## src/rtl/mc_ctrl_fsm.sv

```systemverilog
// Multi-cycle fetch/decode/exec/mem/wb sequencer for the RV32I datapath.
// Optional macro TRAP_ILLEGAL_EN: illegal opcodes halt the core instead of retiring as NOPs.
module mc_ctrl_fsm #(
    parameter int unsigned MAX_WAIT = 15
) (
    input  logic        clk,
    input  logic        rstn,
    input  logic [6:0]  opcode_i,
    input  logic        br_taken_i,
    input  logic        imem_ready_i,
    input  logic        dmem_ready_i,
    output logic        imem_req_o,
    output logic        dmem_req_o,
    output logic        dmem_we_o,
    output logic        ir_we_o,
    output logic        pc_we_o,
    output logic [1:0]  pc_sel_o,
    output logic [1:0]  alu_a_sel_o,
    output logic        alu_b_sel_o,
    output logic        rf_we_o,
    output logic [1:0]  wb_sel_o,
    output logic [2:0]  state_o,
    output logic [31:0] retired_o,
    output logic        mem_err_o,
    output logic        illegal_o
);
    // state  | meaning
    // FETCH  | imem request, latch IR on ready
    // DECODE | register read
    // EXEC   | ALU op, branch resolve
    // MEM    | data memory access
    // WB     | register write-back, PC update
    // HALT   | bus error or trapped opcode, wait for reset
    typedef enum logic [2:0] {
        S_FETCH  = 3'd0,
        S_DECODE = 3'd1,
        S_EXEC   = 3'd2,
        S_MEM    = 3'd3,
        S_WB     = 3'd4,
        S_HALT   = 3'd5,
        S_RSV6   = 3'd6,
        S_RSV7   = 3'd7
    } state_t;

    localparam logic [6:0] OP_LUI    = 7'h37;
    localparam logic [6:0] OP_AUIPC  = 7'h17;
    localparam logic [6:0] OP_JAL    = 7'h6F;
    localparam logic [6:0] OP_JALR   = 7'h67;
    localparam logic [6:0] OP_BRANCH = 7'h63;
    localparam logic [6:0] OP_LOAD   = 7'h03;
    localparam logic [6:0] OP_STORE  = 7'h23;
    localparam logic [6:0] OP_IMM    = 7'h13;
    localparam logic [6:0] OP_REG    = 7'h33;
    localparam logic [7:0] LP_MAX_WAIT = 8'(MAX_WAIT);

    state_t      r_state;
    state_t      w_next;
    logic [7:0]  r_wait;
    logic [7:0]  w_wait_inc;
    logic [31:0] r_retired;
    logic        r_mem_err;
    logic        w_timeout;

    logic w_is_lui, w_is_auipc, w_is_jal, w_is_jalr, w_is_br;
    logic w_is_load, w_is_store, w_is_imm, w_is_reg, w_legal;
    logic [1:0] w_a_sel;
    logic       w_b_sel;

    logic       w_imem_req, w_dmem_req, w_dmem_we, w_ir_we, w_pc_we, w_rf_we;
    logic [1:0] w_pc_sel, w_alu_a, w_wb_sel;
    logic       w_alu_b;

    assign w_is_lui   = (opcode_i == OP_LUI);
    assign w_is_auipc = (opcode_i == OP_AUIPC);
    assign w_is_jal   = (opcode_i == OP_JAL);
    assign w_is_jalr  = (opcode_i == OP_JALR);
    assign w_is_br    = (opcode_i == OP_BRANCH);
    assign w_is_load  = (opcode_i == OP_LOAD);
    assign w_is_store = (opcode_i == OP_STORE);
    assign w_is_imm   = (opcode_i == OP_IMM);
    assign w_is_reg   = (opcode_i == OP_REG);
    assign w_legal    = w_is_lui | w_is_auipc | w_is_jal | w_is_jalr | w_is_br |
                        w_is_load | w_is_store | w_is_imm | w_is_reg;

    // Operand selects are shared by EXEC and MEM so the address stays stable during the access.
    always_comb begin
        w_a_sel = 2'd0;
        w_b_sel = 1'b0;
        if (w_is_lui) begin
            w_a_sel = 2'd2;
            w_b_sel = 1'b1;
        end else if (w_is_auipc || w_is_br) begin
            w_a_sel = 2'd1;
            w_b_sel = 1'b1;
        end else if (w_is_imm || w_is_load || w_is_store || w_is_jalr) begin
            w_b_sel = 1'b1;
        end
    end

    assign w_wait_inc = r_wait + 8'd1;

`ifdef TRAP_ILLEGAL_EN
    logic r_illegal;
    logic w_illegal_set;
`endif

    always_comb begin
        w_next     = r_state;
        w_timeout  = 1'b0;
        w_imem_req = 1'b0;
        w_dmem_req = 1'b0;
        w_dmem_we  = 1'b0;
        w_ir_we    = 1'b0;
        w_pc_we    = 1'b0;
        w_rf_we    = 1'b0;
        w_pc_sel   = 2'd0;
        w_alu_a    = 2'd0;
        w_alu_b    = 1'b0;
        w_wb_sel   = 2'd0;
`ifdef TRAP_ILLEGAL_EN
        w_illegal_set = 1'b0;
`endif
        case (r_state)
            S_FETCH: begin
                w_imem_req = 1'b1;
                if (imem_ready_i) begin
                    w_ir_we = 1'b1;
                    w_next  = S_DECODE;
                end else if (w_wait_inc == LP_MAX_WAIT) begin
                    w_timeout = 1'b1;
                    w_next    = S_HALT;
                end
            end
            S_DECODE: begin
`ifdef TRAP_ILLEGAL_EN
                if (w_legal) begin
                    w_next = S_EXEC;
                end else begin
                    w_illegal_set = 1'b1;
                    w_next        = S_HALT;
                end
`else
                w_next = w_legal ? S_EXEC : S_WB;
`endif
            end
            S_EXEC: begin
                w_alu_a = w_a_sel;
                w_alu_b = w_b_sel;
                if (w_is_br) begin
                    w_pc_we  = 1'b1;
                    w_pc_sel = br_taken_i ? 2'd1 : 2'd0;
                    w_next   = S_FETCH;
                end else if (w_is_load || w_is_store) begin
                    w_next = S_MEM;
                end else begin
                    w_next = S_WB;
                end
            end
            S_MEM: begin
                w_dmem_req = 1'b1;
                w_dmem_we  = w_is_store;
                w_alu_a    = w_a_sel;
                w_alu_b    = w_b_sel;
                if (dmem_ready_i) begin
                    if (w_is_store) begin
                        w_pc_we = 1'b1;
                        w_next  = S_FETCH;
                    end else begin
                        w_next = S_WB;
                    end
                end else if (w_wait_inc == LP_MAX_WAIT) begin
                    w_timeout = 1'b1;
                    w_next    = S_HALT;
                end
            end
            S_WB: begin
                w_pc_we  = 1'b1;
                w_rf_we  = w_legal;
                w_wb_sel = w_is_load ? 2'd1 : ((w_is_jal || w_is_jalr) ? 2'd2 : 2'd0);
                w_pc_sel = w_is_jal ? 2'd1 : (w_is_jalr ? 2'd2 : 2'd0);
                w_next   = S_FETCH;
            end
            S_HALT:  w_next = S_HALT;
            default: w_next = S_HALT;
        endcase
    end

    always_ff @(posedge clk or negedge rstn) begin
        if (!rstn) begin
            r_state   <= S_FETCH;
            r_wait    <= 8'd0;
            r_retired <= 32'd0;
            r_mem_err <= 1'b0;
        end else begin
            r_state <= w_next;
            if ((w_next != r_state) || !((r_state == S_FETCH) || (r_state == S_MEM)))
                r_wait <= 8'd0;
            else
                r_wait <= w_wait_inc;
            if (w_pc_we)
                r_retired <= r_retired + 32'd1;
            if (w_timeout)
                r_mem_err <= 1'b1;
        end
    end

`ifdef TRAP_ILLEGAL_EN
    always_ff @(posedge clk or negedge rstn) begin
        if (!rstn)
            r_illegal <= 1'b0;
        else if (w_illegal_set)
            r_illegal <= 1'b1;
    end
    assign illegal_o = r_illegal;
`else
    assign illegal_o = 1'b0;
`endif

    // Combinational strobes are masked by reset so nothing leaks out while rstn is low.
    assign imem_req_o  = rstn & w_imem_req;
    assign dmem_req_o  = rstn & w_dmem_req;
    assign dmem_we_o   = rstn & w_dmem_we;
    assign ir_we_o     = rstn & w_ir_we;
    assign pc_we_o     = rstn & w_pc_we;
    assign rf_we_o     = rstn & w_rf_we;
    assign pc_sel_o    = {2{rstn}} & w_pc_sel;
    assign alu_a_sel_o = {2{rstn}} & w_alu_a;
    assign alu_b_sel_o = rstn & w_alu_b;
    assign wb_sel_o    = {2{rstn}} & w_wb_sel;
    assign state_o     = r_state;
    assign retired_o   = r_retired;
    assign mem_err_o   = r_mem_err;

endmodule

```

## config.mk

```make
export PLATFORM = sky130hd
export DESIGN_NAME = mc_ctrl_fsm
export DESIGN_NICKNAME = d
export VERILOG_FILES = /design/src/rtl/mc_ctrl_fsm.sv
export SDC_FILE = /design/constraint.sdc
export NUM_CORES = 1
export LEC_CHECK = 0
export BUFFER_PORTS_ARGS = -buffer_cell sky130_fd_sc_hd__buf_2
export CORE_MARGIN = 3
export CORE_UTILIZATION = 48
export DETAILED_ROUTE_END_ITERATION = 10
export PLACE_DENSITY_LB_ADDON = 0.05
export SLEW_MARGIN = 20
export SYNTH_ARGS = -nofsm -noshare
export SYNTH_HDL_FRONTEND = slang
export SYNTH_SLANG_ARGS = --single-unit
export TNS_END_PERCENT = 20
```

## constraint.sdc

```tcl
create_clock -name clk -period 2.1 [get_ports clk]
set_input_delay 0.105 -clock clk [delete_from_list [all_inputs] [get_ports clk]]
set_output_delay 0.105 -clock clk [all_outputs]
set_load 0.03 [all_outputs]
```

## Word-level counts from Yosys, hierarchy flattened

Index checks and enable logic that the tools add are counted.

- Add/subtract/negate cells: 2
- Equal/unequal tests: 15
- Multiplexer cells: 38
- Bitwise logic cells: 18
- Reductions and logical operators: 11

Operator list:

| kind | number |
|---|---|
| adder 32 x 1 -> 32 bit, second input constant | 1 |
| == test 7 x 6 -> 1 bit, second input constant | 3 |
| == test 7 bit, second input constant | 3 |
| two-way mux 3 bit | 7 |
| two-way mux 1 bit | 19 |
| case mux 3 bit (5 select lines) | 1 |
| == test 7 x 5 -> 1 bit, second input constant | 2 |
| two-way mux 2 bit | 7 |
| adder 8 x 1 -> 8 bit, second input constant | 1 |
| == test 8 x 4 -> 1 bit, second input constant | 1 |
| logical OR 1 bit | 8 |
| two-way mux 8 bit | 1 |
| bitwise OR 1 bit | 8 |
| bitwise AND 1 bit | 7 |
| == test 7 x 2 -> 1 bit, second input constant | 1 |
| bitwise AND 2 bit | 3 |
| == test 3 x 2 -> 1 bit, second input constant | 2 |
| case mux 2 bit (2 select lines) | 1 |
| == test 3 x 1 -> 1 bit, second input constant | 1 |
| == test 3 bit, second input constant | 1 |
| logical NOT 3 bit | 1 |
| inequality test 3 bit | 1 |
| case mux 1 bit (3 select lines) | 1 |
| case mux 1 bit (2 select lines) | 1 |
| 2 further kinds | 2 |

- Flip-flop bits (word level): 44
- Input port bits: 12
- Output and inout port bits: 50
- Logic and storage cells: 88

## Depth between registers and ports, before layout

Gate-level depths: netlist (run 1).

- Word-level depth: 14
- Gate-level depth with buffers: 7
- Depth with buffers taken out: 5

## Least setup slack after synthesis (run 1)

Ideal clock, no wire load.

- Path kind: register to register
- Start point: register r_retired[4] (netlist: retired_o[4])
- End point: register r_retired[26] (netlist: retired_o[26])
- Setup time: 0.081 ns
- Arrival time: 2.116 ns
- Data required time: 2.019 ns
- Slack: -0.097 ns
- Cell stages (with the launch flop): 7
- Buffers on the path: 1
- Period minus slack after synthesis: 2.197 ns
- Cells stage by stage: dfrtp_1 > nand4_2 > or3_4 > or4_4 > buf_6 > nor3_2 > xor2_1

- Longest elaborated chain between the ends: 1

Ends and longest elaborated chain:

| element | RTL line | RTL |
|---|---|---|
| start: declaration | 60 | `logic [31:0] r_retired;` |
| start signal: assignment | 201 | `r_retired <= r_retired + 32'd1;` |
| adder 32 x 1 -> 32 bit | 201 |  |

No other way between the ends.
A chain may end at the register's enable or synchronous reset.

## Worst setup path after layout (run 1)

- Start point: register r_state[0] (netlist: state_o[0])
- End point: register r_retired[17] (netlist: retired_o[17])

- Longest elaborated chain between the ends: 2
- Elaborated cells on any way between the ends: 4
- Those cells by class: eq/ne: 3; mux: 1

Ends and longest elaborated chain:

| element | RTL line | RTL |
|---|---|---|
| start: declaration | 56 | `state_t r_state;` |
| start signal: assignment | 195 | `r_state <= w_next;` |
| == test 3 bit or == test 3 x 2 -> 1 bit (tied branches) | 123 | `case (r_state)` |
| case mux 1 bit (3 select lines) (*) | 123 |  |

Every way passes the cells marked *; elsewhere a longest branch is shown, timed or not.

==> impl_metrics.tcl, run 1 <==
set metrics [dict create \
    ir_drop_mv 0.531 \
    grt_pass1_wl_mm 9.42 \
    clockBufferDepth 2 \
    cap_violations 0 \
    numPortBuffers 60 \
    layout-drive-gt1-share 0.319 \
    die_area_sq_um 6190 \
    fin_cells 402 \
    finalWirelength_mm 5.59 \
    path_class "reg2reg" \
    fin_ws_ns 0.0112 \
    antenna_found_initial 0 \
    path_clk_slew_ns 0.08 \
    max_stage_delay_ns 0.45 \
    end_kind "register" \
    rsz0062_at_grt "yes" \
    htree_levels 2 \
    crit_buf_inv 2 \
    dp.cells 392 \
    cp_max_fo 6 \
    wl_per_cell_um 13.9 \
    whs_ns 0.0649 \
    antenna_cells 0 \
    hold_viol 0 \
    yosys_most_used_dff "dfrtp_1" \
    setup_viol 0 \
    synth_edf_count 0 \
    cpLargestDelayFamily "compound AO/OA/AOI/OAI gates" \
    leakagePower_uw 0.00151 \
    first_iter_violations 88 \
    vias 2115 \
    synth_cell_types 48 \
    cts_made_buffers 5 \
    synth_seq_area_share 0.434 \
    yosys_register_bits 44 \
    postRouteAntennaNets 0 \
    clockRootBuffer "clkbuf_8" \
    finalCriticalPeriod_ns 2.09 \
    placement_rows 25 \
    syn_nets 280 \
    synth_area_leaders "dfrtp_1 43%, xor2_1 7.6%, xnor2_1 5.5%" \
    yosys.area.top_type "dfrtp_1" \
    multi_input_area_sq_um 1350 \
    vias_per_cell 5.26 \
    initial_core_util 0.517 \
    coreArea_sq_um 4910 \
    die_h_um 78.7 \
    place.gp.congestion 0.786 \
    io_pins 62 \
    clk_latency_ns 0.29 \
    power-per-cell-area_nw_per_um2 797 \
    dr.pass1.iters 4 \
    status "complete, no violations" \
    fillers 451 \
    slowest_stage "dfrtp_2" \
    fin_nets 350 \
    fin_crit_sh 0.995 \
    synth_common_cells "44 x dfrtp_1, 25 x nor2_1, 22 x nand2_1, 22 x xor2_1, 19 x nand3_1" \
    final-max-slew-violation-count 0 \
    cts_tree "yes" \
    arrival_ns 2.30 \
    clock-sinks 44 \
    hp-class "in2reg" \
    finish.utilization 0.630 \
    synthCells 265 \
    first_global_vias 1992 \
    post-synth-top-count-cell "dfrtp_1" \
    dp_hpwl_mm 4.14 \
    grt_max_degree 31 \
    dieWidth_um 78.7 \
    synth_area_per_cell_sq_um 9.58 \
    grt_overflow 0 \
    cp.required_ns 2.31 \
    regArea_sq_um 1110 \
    start_kind "register" \
    yosys_warnings 0 \
    crit_chain "nand2b_1 -> a2111oi_4 -> buf_4 -> o2111ai_4 -> buf_6 -> nor3_1 -> xor2_1" \
    drc 0 \
    syn2layout_area_growth_pct 22.0 \
    worst_clock_skew_ns 0.00534 \
    async_flop_share 1.00 \
    pre_cts_ws_ns 0.0207 \
    max_freq_mhz 479 \
    syn_area_sq_um 2540 \
    synth_top_area_frac 0.434 \
    grt.total_usage 0.190 \
]
## power breakdown
group / internal [uW] / switching, uW / total (uW)
logic: 319 / 556 / 875
clock network: 225 / 281 / 506
registers: 945 / 140 / 1090
## cells in the final DEF, fill, tap and decap left out, drive strengths merged, types with 3 or more instances in the layout
cell    count
and3        8
ha          3
a21oi       9
clkbuf      5
nor3       22
nor2       25
inv        14
xor2       22
buf        74
nor4        6
nand4       3
nor2b       5
dfrtp      44
o21ai       4
nand2      22
xnor2      16
nand3      19
## stage by stage
step                      setup TNS, ns  cell area [sq um]  power (uW)
final                                 0               3100        2470
after global routing             -0.117               3100        2620
after CTS                             0               3050        2470
after detailed placement              0               2960        1950
after global placement                0               2960        1940
after floorplan                 -0.0508               2550        1690
## timing repair
| item | 4_1_cts | 5_1_grt |
|---|---|---|
| hold endpoints to repair | 44 | 0 |
| setup endpoints to repair | 1 | 11 |
| hold buffers | 1 | 0 |
| buffers inserted | 0 | 2 |
| pin swaps | 1 | 1 |
| resized for setup | 0 | 6 |
## flip-flops by register name, indices dropped and copies added, names as in the netlist
| name | cells |
|---|---|
| retired_o | 32 |
| r_wait | 8 |
| state_o | 3 |
| mem_err_o | 1 |
## worst paths after layout
| kind | cells after the start | end | start | slack [ns] |
|---|---|---|---|---|
| min in group asynchronous | 3 | r_wait[5]$_DFF_PN0_ | rstn | 0.32 |
| min | 2 | state_o[1]$_DFF_PN0_ | dmem_ready_i | 0.06 |
| min reg2reg | 1 | mem_err_o$_DFFE_PN0P_ | mem_err_o$_DFFE_PN0P_ | 0.47 |
| max in group asynchronous | 3 | retired_o[4]$_DFFE_PN0P_ | rstn | 1.42 |
| max | 7 | retired_o[17]$_DFFE_PN0P_ | state_o[0]$_DFF_PN0_ | 0.01 |
| max reg2reg | 7 | retired_o[17]$_DFFE_PN0P_ | state_o[0]$_DFF_PN0_ | 0.01 |
## per-layer routing
metal,vias to the layer above,global-route usage,routed length [um]
met5,-,0,0
met4,0,0.0594,71
met3,7,0.0374,278
met2,54,0.321,2730
met1,1003,0.245,2520
li1,1051,-,-
## final cells by class
| type | instances | share of cell area |
|---|---|---|
| Sequential cell | 44 | 0.358 |
| Multi-Input combinational cell | 195 | 0.437 |
| Inverter | 14 | 0.0170 |
| Tap cell | 67 | 0.0271 |
| Clock inverter | 2 | 0.00404 |
| Clock buffer | 5 | 0.0222 |
| Timing Repair Buffer | 75 | 0.135 |
## kinds of logic (layout without fill, tap and decap cells)
family | Yosys count | after routing | synth area share
simple gates | 125 | 125 | 0.280
flops | 44 | 44 | 0.434
xor+xnor | 38 | 38 | 0.131
compound gates | 27 | 27 | 0.0893
buf+inv | 26 | 96 | 0.0449
fa+ha+maj | 3 | 3 | 0.0148
other cells | 1 | 1 | 0.00148
mux | 1 | 1 | 0.00444
(Power assumes the default switching activity.)
==> run 2, diff against run 1 <==
CORE_ASPECT_RATIO = 0.6   (was not set)
==> impl_metrics.tcl, run 2 (synthesis gave the netlist of run 1 again) <==
set metrics [dict create \
    vias_per_cell 5.34 \
    postRouteAntennaNets 0 \
    leakagePower_uw 0.00153 \
    hold_viol 0 \
    wl_per_cell_um 15.0 \
    power-per-cell-area_nw_per_um2 812 \
    largest_reg_flops 32 \
    fillers 398 \
    io_pins 62 \
    clockBufferDepth 2 \
    finalCriticalPeriod_ns 2.04 \
    status "complete, no violations" \
    antenna_cells 0 \
    path_class "reg2reg" \
    fin_ws_ns 0.0628 \
    start_kind "register" \
    grt_overflow 0 \
    final_cell_mix "60 x buf_2, 39 x dfrtp_1, 25 x nor2_1, 22 x nand2_1, 22 x xor2_1" \
    layout-drive-gt1-share 0.313 \
    tns_ns 0 \
    placed_cell_area_sq_um 2940 \
    pre_cts_ws_ns 0.0721 \
    final-max-slew-violation-count 0 \
    dr.pass1.iters 4 \
    drc 0 \
    layout_commonest_cell "buf_2" \
    first_global_vias 1949 \
    cp_max_fo 7 \
    grt_pass1_wl_mm 10.2 \
    max_freq_mhz 491 \
    cap_violations 0 \
    finalWirelength_mm 5.95 \
    power_uw 2500 \
    worst_clock_skew_ns 0.00906 \
    final_area_sq_um 3080 \
    ir_drop_mv 0.414 \
    setup_viol 0 \
    arrival_ns 2.26 \
    numPortBuffers 60 \
    fin_nets 349 \
    coreArea_sq_um 4830 \
    syn2layout_area_growth_pct 21.3 \
    fin_crit_sh 0.970 \
    placement_rows 19 \
    die_area_sq_um 6220 \
    path_clk_slew_ns 0.08 \
    dp_hpwl_mm 4.46 \
    rrSetupSlack_ns 0.06 \
    cp.required_ns 2.32 \
    htree_levels 2 \
    end_kind "register" \
    hp-class "in2reg" \
    place.gp.congestion 0.876 \
    first_iter_violations 118 \
    initial_core_util 0.526 \
    dieWidth_um 99.9 \
    die_h_um 62.3 \
    grt_max_degree 26 \
    clk_latency_ns 0.30 \
    cts_tree "yes" \
    clockRootBuffer "clkbuf_8" \
    whs_ns 0.0616 \
    rsz0062_at_grt "yes" \
    antenna_found_initial 0 \
    vias 2127 \
    clock-sinks 44 \
    grt.total_usage 0.202 \
    cts_made_buffers 5 \
]
[run 2: cell count changes in the layout (fill, tap and decap cells not counted)]
| cell | delta |
|---|---|
| nor3_2 | -3 |
| nor3_1 | +2 |
| buf_6 | -1 |
| clkbuf_1 | +1 |
| nor3_4 | +1 |
| nor4b_1 | -1 |
| nor4b_2 | +1 |
| o211ai_2 | +1 |
| o211ai_4 | -1 |
[run 2: critical path: stages (launching register included)]
cell,delay [ns]
dfrtp_1,0.39
nand3_1,0.14
or3_4,0.43
or4_4,0.63
nor3_2,0.20
xor2_1,0.17
[run 2: final timing paths]
| path | start | to | cells past startpoint |
|---|---|---|---|
| setup / recovery | retired_o[11]$_DFFE_PN0P_ | retired_o[27]$_DFFE_PN0P_ | 5 |
| hold / removal | dmem_ready_i | state_o[1]$_DFF_PN0_ | 2 |
| setup reg to reg | retired_o[11]$_DFFE_PN0P_ | retired_o[27]$_DFFE_PN0P_ | 5 |
| hold reg to reg | mem_err_o$_DFFE_PN0P_ | mem_err_o$_DFFE_PN0P_ | 1 |
| max in group asynchronous | rstn | retired_o[5]$_DFFE_PN0P_ | 3 |
| min in group asynchronous | rstn | retired_o[28]$_DFFE_PN0P_ | 3 |
[run 2: timing repair]
action | CTS | global route
buffers inserted | 0 | 4
gates resized for setup | 0 | 4
hold buffers | 1 | 0
endpoints found under the setup margin | 0 | 16
hold endpoints to repair | 44 | 0
[run 2: area by class of cell]
type	instances	area, sq um	area share
timing repair buffer	74	408	0.133
tap	63	78.8	0.0256
sequential	44	1110	0.360
inverter	14	52.6	0.0171
clock inverter	2	12.5	0.00407
clock buffer	6	72.6	0.0236
multi-input combinational	195	1350	0.437
[run 2: per-stage QoR]
stage / utilization / instances
after floorplan: - / 265
after global placement: 0.608 / 385
after detailed placement: 0.608 / 385
after CTS: 0.628 / 394
after global routing: 0.638 / 398
final: 0.638 / 398
[run 2: layer usage]
layer / wire length, um / vias up / GRT usage
li1: - / 1049 / -
met1: 3090 / 1016 / 0.322
met2: 2470 / 56 / 0.275
met3: 346 / 6 / 0.0459
met4: 48 / 0 / 0.0409
met5: 0 / - / 0
[run 2: report_power, final]
part	internal [uW]	switching [uW]
sequential	943	132
combinational	324	572
clock	233	295
